**config.mk**
```make
export PLATFORM = sky130hd
export DESIGN_NAME = ram_cycle_ctl_flat
export DESIGN_NICKNAME = d
export VERILOG_FILES = /design/src/rtl/ram_cycle_ctl_if.sv /design/src/rtl/ram_cycle_ctl.sv /design/src/flat_wrapper.sv
export SDC_FILE = /design/constraint.sdc
export NUM_CORES = 1
export LEC_CHECK = 0
export ABC_AREA = 1
export ABC_CLOCK_PERIOD_IN_PS = 3500
export CORE_MARGIN = 2
export CORE_UTILIZATION = 46
export DETAILED_ROUTE_END_ITERATION = 16
export GPL_ROUTABILITY_DRIVEN = 0
export PLACE_DENSITY = 0.85
export SETUP_SLACK_MARGIN = 0.4
export SLEW_MARGIN = 0
export SYNTH_ARGS = -nofsm -noshare
export SYNTH_HDL_FRONTEND = slang
export SYNTH_SLANG_ARGS = --single-unit
```
**constraint.sdc**
```tcl
create_clock -name clk -period 3.5 [get_ports clk]
set_input_delay 0.7 -clock clk [delete_from_list [all_inputs] [get_ports clk]]
set_output_delay 0.7 -clock clk [all_outputs]
set_load 0.05 [all_outputs]
```
**src/rtl/ram_cycle_ctl_if.sv**
```systemverilog
// Bundle of CPU port, data-break port and static-RAM pins around ram_cycle_ctl.
// slave: the sequencer; master: the requesters plus the RAM model.
interface ram_cycle_ctl_if #(
    parameter int ADDR_W = 15,
    parameter int DATA_W = 12
);
    logic              cpu_req;
    logic              cpu_we;
    logic [ADDR_W-1:0] cpu_addr;
    logic [DATA_W-1:0] cpu_wdata;
    logic              cpu_ack;
    logic [DATA_W-1:0] cpu_rdata;

    logic              dma_req;
    logic              dma_we;
    logic              dma_inc;
    logic [ADDR_W-1:0] dma_addr;
    logic [DATA_W-1:0] dma_wdata;
    logic              dma_ack;
    logic [DATA_W-1:0] dma_rdata;
    logic              dma_ovf;

    logic [ADDR_W-1:0] ram_a;
    logic [DATA_W-1:0] ram_di;
    logic [DATA_W-1:0] ram_do;
    logic              ram_ce_n;
    logic              ram_we_n;
    logic              busy;

    modport slave (
        input  cpu_req, cpu_we, cpu_addr, cpu_wdata,
        input  dma_req, dma_we, dma_inc, dma_addr, dma_wdata,
        input  ram_do,
        output cpu_ack, cpu_rdata, dma_ack, dma_rdata, dma_ovf,
        output ram_a, ram_di, ram_ce_n, ram_we_n, busy
    );

    modport master (
        output cpu_req, cpu_we, cpu_addr, cpu_wdata,
        output dma_req, dma_we, dma_inc, dma_addr, dma_wdata,
        output ram_do,
        input  cpu_ack, cpu_rdata, dma_ack, dma_rdata, dma_ovf,
        input  ram_a, ram_di, ram_ce_n, ram_we_n, busy
    );
endinterface

```
**src/rtl/ram_cycle_ctl.sv**
```systemverilog
// Static-RAM cycle sequencer shared by CPU and data-break channel, with
// address/data setup and hold around the write strobe and an increment cycle.
module ram_cycle_ctl #(
    parameter int ADDR_W     = 15,
    parameter int DATA_W     = 12,
    parameter int STROBE_CYC = 1
) (
    input  logic          clk,
    input  logic          reset,
    ram_cycle_ctl_if.slave bus
);
    typedef enum logic [2:0] {IDLE, SETUP, RD, WR, HOLD, DONE} state_t;

    localparam int CNT_W = (STROBE_CYC > 1) ? $clog2(STROBE_CYC) : 1;

    state_t            state_reg, state_next;
    logic [CNT_W-1:0]  strobe_cnt_reg;
    logic              grant_dma_reg, last_dma_reg;
    logic              lat_write_reg, lat_inc_reg;
    logic [ADDR_W-1:0] ram_a_reg;
    logic [DATA_W-1:0] ram_di_reg, cpu_rdata_reg, dma_rdata_reg;
    logic              dma_ovf_reg, cpu_ack_reg, dma_ack_reg;
    logic              ce_n_reg, we_n_reg;

    logic              pick_dma, any_req, strobe_last;
    logic [DATA_W-1:0] inc_val;

    // DMA normally wins, but yields once to a waiting CPU after its own grant.
    assign pick_dma    = bus.dma_req && !(last_dma_reg && bus.cpu_req);
    assign any_req     = bus.dma_req || bus.cpu_req;
    assign strobe_last = (strobe_cnt_reg == CNT_W'(STROBE_CYC - 1));
    assign inc_val     = bus.ram_do + DATA_W'(1);

    always_comb begin
        state_next = state_reg;
        case (state_reg)
            IDLE:    if (any_req) state_next = SETUP;
            SETUP:   state_next = lat_write_reg ? WR : RD;
            RD:      state_next = lat_inc_reg ? WR : DONE;
            WR:      if (strobe_last) state_next = HOLD;
            HOLD:    state_next = DONE;
            DONE:    state_next = IDLE;
            default: state_next = IDLE;
        endcase
    end

    always_ff @(posedge clk) begin
        if (reset) begin
            state_reg      <= IDLE;
            strobe_cnt_reg <= '0;
            grant_dma_reg  <= 1'b0;
            last_dma_reg   <= 1'b0;
            lat_write_reg  <= 1'b0;
            lat_inc_reg    <= 1'b0;
            ram_a_reg      <= '0;
            ram_di_reg     <= '0;
            cpu_rdata_reg  <= '0;
            dma_rdata_reg  <= '0;
            dma_ovf_reg    <= 1'b0;
            cpu_ack_reg    <= 1'b0;
            dma_ack_reg    <= 1'b0;
            ce_n_reg       <= 1'b1;
            we_n_reg       <= 1'b1;
        end else begin
            state_reg <= state_next;
            // Strobes and acks are decoded from the next state so the pins come
            // straight from flops and never glitch.
            ce_n_reg    <= (state_next == IDLE) || (state_next == DONE);
            we_n_reg    <= (state_next != WR);
            cpu_ack_reg <= (state_next == DONE) && !grant_dma_reg;
            dma_ack_reg <= (state_next == DONE) && grant_dma_reg;

            if (state_reg == WR) strobe_cnt_reg <= strobe_cnt_reg + CNT_W'(1);
            else                 strobe_cnt_reg <= '0;

            case (state_reg)
                IDLE: begin
                    if (any_req) begin
                        grant_dma_reg <= pick_dma;
                        last_dma_reg  <= pick_dma;
                        if (pick_dma) begin
                            ram_a_reg     <= bus.dma_addr;
                            ram_di_reg    <= bus.dma_wdata;
                            lat_write_reg <= bus.dma_we && !bus.dma_inc;
                            lat_inc_reg   <= bus.dma_inc;
                        end else begin
                            ram_a_reg     <= bus.cpu_addr;
                            ram_di_reg    <= bus.cpu_wdata;
                            lat_write_reg <= bus.cpu_we;
                            lat_inc_reg   <= 1'b0;
                        end
                    end
                end
                RD: begin
                    if (lat_inc_reg) begin
                        ram_di_reg    <= inc_val;
                        dma_rdata_reg <= inc_val;
                        dma_ovf_reg   <= &bus.ram_do;
                    end else if (grant_dma_reg) begin
                        dma_rdata_reg <= bus.ram_do;
                        dma_ovf_reg   <= 1'b0;
                    end else begin
                        cpu_rdata_reg <= bus.ram_do;
                    end
                end
                HOLD: begin
                    if (grant_dma_reg && !lat_inc_reg) dma_ovf_reg <= 1'b0;
                end
                default: ;
            endcase
        end
    end

    assign bus.ram_a     = ram_a_reg;
    assign bus.ram_di    = ram_di_reg;
    assign bus.ram_ce_n  = ce_n_reg;
    assign bus.ram_we_n  = we_n_reg;
    assign bus.cpu_ack   = cpu_ack_reg;
    assign bus.dma_ack   = dma_ack_reg;
    assign bus.cpu_rdata = cpu_rdata_reg;
    assign bus.dma_rdata = dma_rdata_reg;
    assign bus.dma_ovf   = dma_ovf_reg;
    assign bus.busy      = (state_reg != IDLE);
endmodule

```
**src/flat_wrapper.sv**
```systemverilog
// flat-port wrapper written by rule: the top's interface ports become plain ports
module ram_cycle_ctl_flat 
#(
    parameter int ADDR_W     = 15,
    parameter int DATA_W     = 12,
    parameter int STROBE_CYC = 1
)
  (clk, reset, bus_cpu_req, bus_cpu_we, bus_cpu_addr, bus_cpu_wdata, bus_dma_req, bus_dma_we, bus_dma_inc, bus_dma_addr, bus_dma_wdata, bus_ram_do, bus_cpu_ack, bus_cpu_rdata, bus_dma_ack, bus_dma_rdata, bus_dma_ovf, bus_ram_a, bus_ram_di, bus_ram_ce_n, bus_ram_we_n, bus_busy);
  ram_cycle_ctl_if #(.ADDR_W(ADDR_W), .DATA_W(DATA_W)) bus_i ();
  input  logic clk;
  input  logic reset;
  input wire logic [$bits(bus_i.cpu_req)-1:0] bus_cpu_req;
  input wire logic [$bits(bus_i.cpu_we)-1:0] bus_cpu_we;
  input wire logic [$bits(bus_i.cpu_addr)-1:0] bus_cpu_addr;
  input wire logic [$bits(bus_i.cpu_wdata)-1:0] bus_cpu_wdata;
  input wire logic [$bits(bus_i.dma_req)-1:0] bus_dma_req;
  input wire logic [$bits(bus_i.dma_we)-1:0] bus_dma_we;
  input wire logic [$bits(bus_i.dma_inc)-1:0] bus_dma_inc;
  input wire logic [$bits(bus_i.dma_addr)-1:0] bus_dma_addr;
  input wire logic [$bits(bus_i.dma_wdata)-1:0] bus_dma_wdata;
  input wire logic [$bits(bus_i.ram_do)-1:0] bus_ram_do;
  output wire logic [$bits(bus_i.cpu_ack)-1:0] bus_cpu_ack;
  output wire logic [$bits(bus_i.cpu_rdata)-1:0] bus_cpu_rdata;
  output wire logic [$bits(bus_i.dma_ack)-1:0] bus_dma_ack;
  output wire logic [$bits(bus_i.dma_rdata)-1:0] bus_dma_rdata;
  output wire logic [$bits(bus_i.dma_ovf)-1:0] bus_dma_ovf;
  output wire logic [$bits(bus_i.ram_a)-1:0] bus_ram_a;
  output wire logic [$bits(bus_i.ram_di)-1:0] bus_ram_di;
  output wire logic [$bits(bus_i.ram_ce_n)-1:0] bus_ram_ce_n;
  output wire logic [$bits(bus_i.ram_we_n)-1:0] bus_ram_we_n;
  output wire logic [$bits(bus_i.busy)-1:0] bus_busy;
  assign bus_i.cpu_req = bus_cpu_req;
  assign bus_i.cpu_we = bus_cpu_we;
  assign bus_i.cpu_addr = bus_cpu_addr;
  assign bus_i.cpu_wdata = bus_cpu_wdata;
  assign bus_i.dma_req = bus_dma_req;
  assign bus_i.dma_we = bus_dma_we;
  assign bus_i.dma_inc = bus_dma_inc;
  assign bus_i.dma_addr = bus_dma_addr;
  assign bus_i.dma_wdata = bus_dma_wdata;
  assign bus_i.ram_do = bus_ram_do;
  assign bus_cpu_ack = bus_i.cpu_ack;
  assign bus_cpu_rdata = bus_i.cpu_rdata;
  assign bus_dma_ack = bus_i.dma_ack;
  assign bus_dma_rdata = bus_i.dma_rdata;
  assign bus_dma_ovf = bus_i.dma_ovf;
  assign bus_ram_a = bus_i.ram_a;
  assign bus_ram_di = bus_i.ram_di;
  assign bus_ram_ce_n = bus_i.ram_ce_n;
  assign bus_ram_we_n = bus_i.ram_we_n;
  assign bus_busy = bus_i.busy;
  ram_cycle_ctl #(.ADDR_W(ADDR_W), .DATA_W(DATA_W), .STROBE_CYC(STROBE_CYC)) u_core (.clk(clk), .reset(reset), .bus(bus_i));
endmodule
```
# Yosys cells after proc, flatten, opt, wreduce, memory -nomap -nowiden
# Index checks and enable logic that the tools add are counted.
[word_totals] output_inout_bits=57 in_bits=73 elab_cells=72 ff_bits=63
[op_classes] n_eq_ne=10 n_bitwise=3 muxes=18 reduce_logical=25 add_sub_neg=2
[ops] op="12-bit two-way mux" n=5
[ops] op="12-bit case mux with 2 select lines" n=1
[ops] op="15-bit two-way mux" n=1
[ops] op="3-bit case mux with 5 select lines" n=1
[ops] op="12-bit by 1-bit adder with 12-bit output, second input constant" n=1
[ops] op="12-bit AND reduction" n=1
[ops] op="3-bit two-way mux" n=3
[ops] op="3-bit AND reduction" n=3
[ops] op="3-bit by 2-bit equality test with 1-bit output, second input constant" n=2
[ops] op="3-bit equality test, second input constant" n=2
[ops] op="1-bit logical AND" n=6
[ops] op="3-bit zero test" n=2
[ops] op="1-bit two-way mux" n=6
[ops] op="2-bit by 1-bit inequality test with 1-bit output, second input constant" n=3
[ops] op="2-bit nonzero test" n=3
[ops] op="1-bit zero test" n=4
[ops] op="2-bit AND reduction" n=2
[ops] op="3-bit by 1-bit equality test with 1-bit output, second input constant" n=1
[ops] op="3-bit by 1-bit inequality test with 1-bit output, second input constant" n=1
[ops] op="3-bit by 2-bit inequality test with 1-bit output, second input constant" n=1
[ops] op="1-bit NOT" n=3
[ops] op="3-bit nonzero test" n=1
[ops] op="1-bit logical OR" n=2
[ops] op="1-bit case mux with 2 select lines" n=1
[ops] op="2 further kinds" n=2

# Depth between registers and ports, before layout
[depth] depth_word=6 ltp_mapped=9 ltp_nobuf=9

# Worst setup path after synthesis
# No wires, ideal clock.
[synth_timing] kind="reg2out" startpoint="reg u_core.state_reg[2]" endpoint="out bus_busy" required_time_ns=2.800 stages_incl_launch_ff=3 arrival_ns=0.907 slack_ns=1.893 path_buffers=0 path_cell_list="dfxtp_1 > inv_2 > nand2_1"
[synth_via] elab_chain_len=1
[synth_lines] item="start: declaration" line="ram_cycle_ctl.sv:16" source="state_t state_reg, state_next;"
[synth_lines] item="start signal: assignment" line="ram_cycle_ctl.sv:65" source="state_reg <= state_next;"
[synth_lines] item="3-bit nonzero test" line="ram_cycle_ctl.sv:123" source="assign bus.busy = (state_reg != IDLE);"
[synth_lines] item="end: declaration" line="flat_wrapper.sv:31" source="output wire logic [$bits(bus_i.busy)-1:0] bus_busy;"
# No other way between the ends.

# Worst setup path after layout
[layout_timing] startpoint="reg u_core.state_reg[1]" endpoint="out bus_busy"
# The elaborated chain is that of the path after synthesis.

==> flow_summary.json <==
{
  "yosysWarnings": 0,
  "io_buffer_count": 129,
  "clock_skew_ns": 0.00792,
  "clk_latency_ns": 0.34,
  "r2r_setup_slack_ns": 1.53,
  "coreArea_um2": 6680,
  "rr_worst_depth": 5,
  "first_iter_violations": 277,
  "crit_type": "flip-flop to output port",
  "fin_nets": 644,
  "cts_htree_levels": 3,
  "drive_above_1_share_pct": 6.61,
  "min_period_ns": 2.59,
  "die_height_um": 86.6,
  "grt_pass1_vias": 3294,
  "synth-simple-area-share_pct": 26.1,
  "busiest_layer": "met2",
  "synth.yosys.seq_area_share_pct": 40.2,
  "drv_cap": 0,
  "cts.sinks": 63,
  "gr-usage-met3_pct": 7.33,
  "place_ws_ns": 0.868,
  "drc_errors": 0,
  "critPathLaunchType": "flip-flop",
  "worst_setup_path_end_kind": "output port",
  "hold_end": "u_core.bus.dma_ovf$_SDFFE_PP0P_",
  "fin_ws_ns": 0.908,
  "initial_core_util_pct": 46.9,
  "area_delta_synth_final_pct": 48.0,
  "setup_viol": 0,
  "synth-xor-area-share_pct": 0.838,
  "tritoncts": "done",
  "cp.required_ns": 2.80,
  "grt_use_met1_pct": 31.8,
  "worstHoldPathCells": 2,
  "vdd_drop_max_uv": 469,
  "syn_area_um2": 3140,
  "ant_nets": 0,
  "finalMaxSlewViolations": 0,
  "cts-root-buf": "clkbuf_8",
  "num_vias": 3613,
  "grt_pass1_wl_um": 15200,
  "wl_um": 9740,
  "dp_hpwl_um": 6920,
  "dieArea_um2": 7500,
  "grtUsageTotal_pct": 25.8,
  "synth_mux_area_share_pct": 0,
  "finalCritPeriodShare_pct": 74.1,
  "avgSynthCellArea_um2": 6.96,
  "hp-class": "flip-flop to flip-flop",
  "status": "completed",
  "cts.path.max_buffers": 2,
  "slew_headroom_pct": 52.7,
  "grt_max_degree": 35,
  "tightest_slew_ns": 0.709,
  "ios": 130,
  "min_from": "u_core.bus.dma_ovf$_SDFFE_PP0P_",
  "wl_per_cell_um": 14.9,
  "overflow": 0,
  "avgViaCountPerCell": 5.52,
  "final_cell_mix": "clkdlybuf4s50_1 (129), nand2_1 (90), a21oi_1 (68)",
  "cts_made_buffers": 9,
  "rsz0062_at_grt": "false",
  "drt_pre_antenna_iters": 5,
  "post_cts_buffers": 0,
  "grtUsageMet2_pct": 40.2,
  "worst-path-max-fanout": 5,
  "rows": 30,
  "synth_compound_area_share_pct": 23.1,
  "netlist_instances": 451,
  "holdBufCountCts": 0,
  "antenna_found_initial": 0,
  "power-per-cell-area_nw_per_um2": 851,
  "crit_arrival_ns": 1.89,
  "ys_types": 31,
  "cts_resized": 0,
  "antenna_cells": 0,
  "dieWidth_um": 86.6,
  "leakagePower_nw": 1.95,
  "clkTransAtPathRegs_ns": 0.07,
  "synthAdderAreaFrac_pct": 0.399,
  "r2r_start": "u_core.lat_inc_reg$_SDFFE_PP0P_",
  "finalSetupTns_ns": 0,
  "final_common_cell": "clkdlybuf4s50_1",
  "r2r_end": "u_core.bus.dma_rdata[6]$_SDFFE_PP0P_",
  "hold_ws_ns": 0.478,
  "synth-seq-cells": 63,
  "largest_reg_flops": 15,
  "fmax_mhz": 386,
  "synth_top_family_by_area": "simple AND/OR/NAND/NOR gates",
  "syn_nets": 525,
  "hold_viol": 0
}
## worst max-delay path, stage by stage (launching register included)
cell             delay [ns]
dfxtp_1                0.48
nor2_1                 0.10
nand2_1                0.15
clkdlybuf4s50_1        0.82
## worst max path at each step
| stage | endpoint | slack, ns | cells past startpoint | startpoint |
|---|---|---|---|---|
| final | bus_busy | 0.91 | 3 | u_core.state_reg[1]$_SDFF_PP0_ |
| after global routing | bus_busy | 0.86 | 3 | u_core.state_reg[1]$_SDFF_PP0_ |
| after CTS | bus_busy | 0.88 | 3 | u_core.state_reg[1]$_SDFF_PP0_ |
| after detailed placement | u_core.bus.ram_di[1]$_SDFFE_PP0P_ | 0.87 | 8 | bus_cpu_req |
| after global placement | u_core.bus.ram_di[1]$_SDFFE_PP0P_ | 0.95 | 8 | bus_cpu_req |
| after floorplan | bus_busy | 1.89 | 2 | u_core.state_reg[2]$_SDFF_PP0_ |
## layer usage
metal / share of wire (%) / up-vias / wire (µm)
li1: - / 1736 / -
met3: 11 / 35 / 1030
met4: 4.2 / 0 / 405
met2: 44 / 216 / 4250
met5: 0 / - / 0
met1: 42 / 1626 / 4060
## power by group
| part | total, mW | internal, mW | switching, mW |
|---|---|---|---|
| logic | 2.12 | 0.676 | 1.45 |
| clock network | 0.722 | 0.440 | 0.282 |
| registers | 1.10 | 0.949 | 0.155 |
| total | 3.95 | 2.07 | 1.88 |
## per-stage QoR
step | std cells | utilization [%] | total power [mW] | cell area [µm²]
floorplan | 451 | - | 2.59 | 3140
CTS | 655 | 69.5 | 3.95 | 4640
global route | 655 | 69.5 | 4.15 | 4640
finish | 655 | 69.5 | 3.95 | 4640
detailed placement | 639 | 66.1 | 3.22 | 4420
global placement | 639 | 66.1 | 3.19 | 4420
## area by class of cell
class | count | area [µm²]
Fill cell | 561 | 2040
Inverter | 43 | 161
Tap cell | 80 | 100
Sequential cell | 63 | 1260
Timing Repair Buffer | 132 | 1310
Multi-Input combinational cell | 321 | 1580
Clock buffer | 13 | 159
Clock inverter | 3 | 65.1
## Yosys cell counts (all sizes together)
| cell type | instances | share of area, % |
|---|---|---|
| nand2 | 95 | 12 |
| a21oi | 70 | 11 |
| dfxtp | 63 | 40 |
| o21ai | 59 | 9.8 |
| inv | 42 | 5.0 |
| nor2 | 39 | 5.8 |
| nand3 | 37 | 6.3 |
| buf | 16 | 3.3 |
| clkbuf | 8 | 0.96 |
| nand3b | 4 | 0.96 |
| nand4 | 4 | 0.80 |
| o211ai | 4 | 0.96 |
| a31oi | 2 | 0.40 |
| xor2 | 2 | 0.56 |
| clkinv | 1 | 0.12 |
| ha | 1 | 0.40 |
| o21bai | 1 | 0.24 |
| o32ai | 1 | 0.28 |
| or2 | 1 | 0.20 |
| xnor2 | 1 | 0.28 |
## cells by family after synthesis
logic type,Yosys count
DFF,63
and+or+nand+nor,180
adders and majority gates,1
buffers and inverters,67
AOI/OAI and AO/OA,137
xor gates and xnor gates,3
No activity file was read; power rests on OpenSTA's default activity.
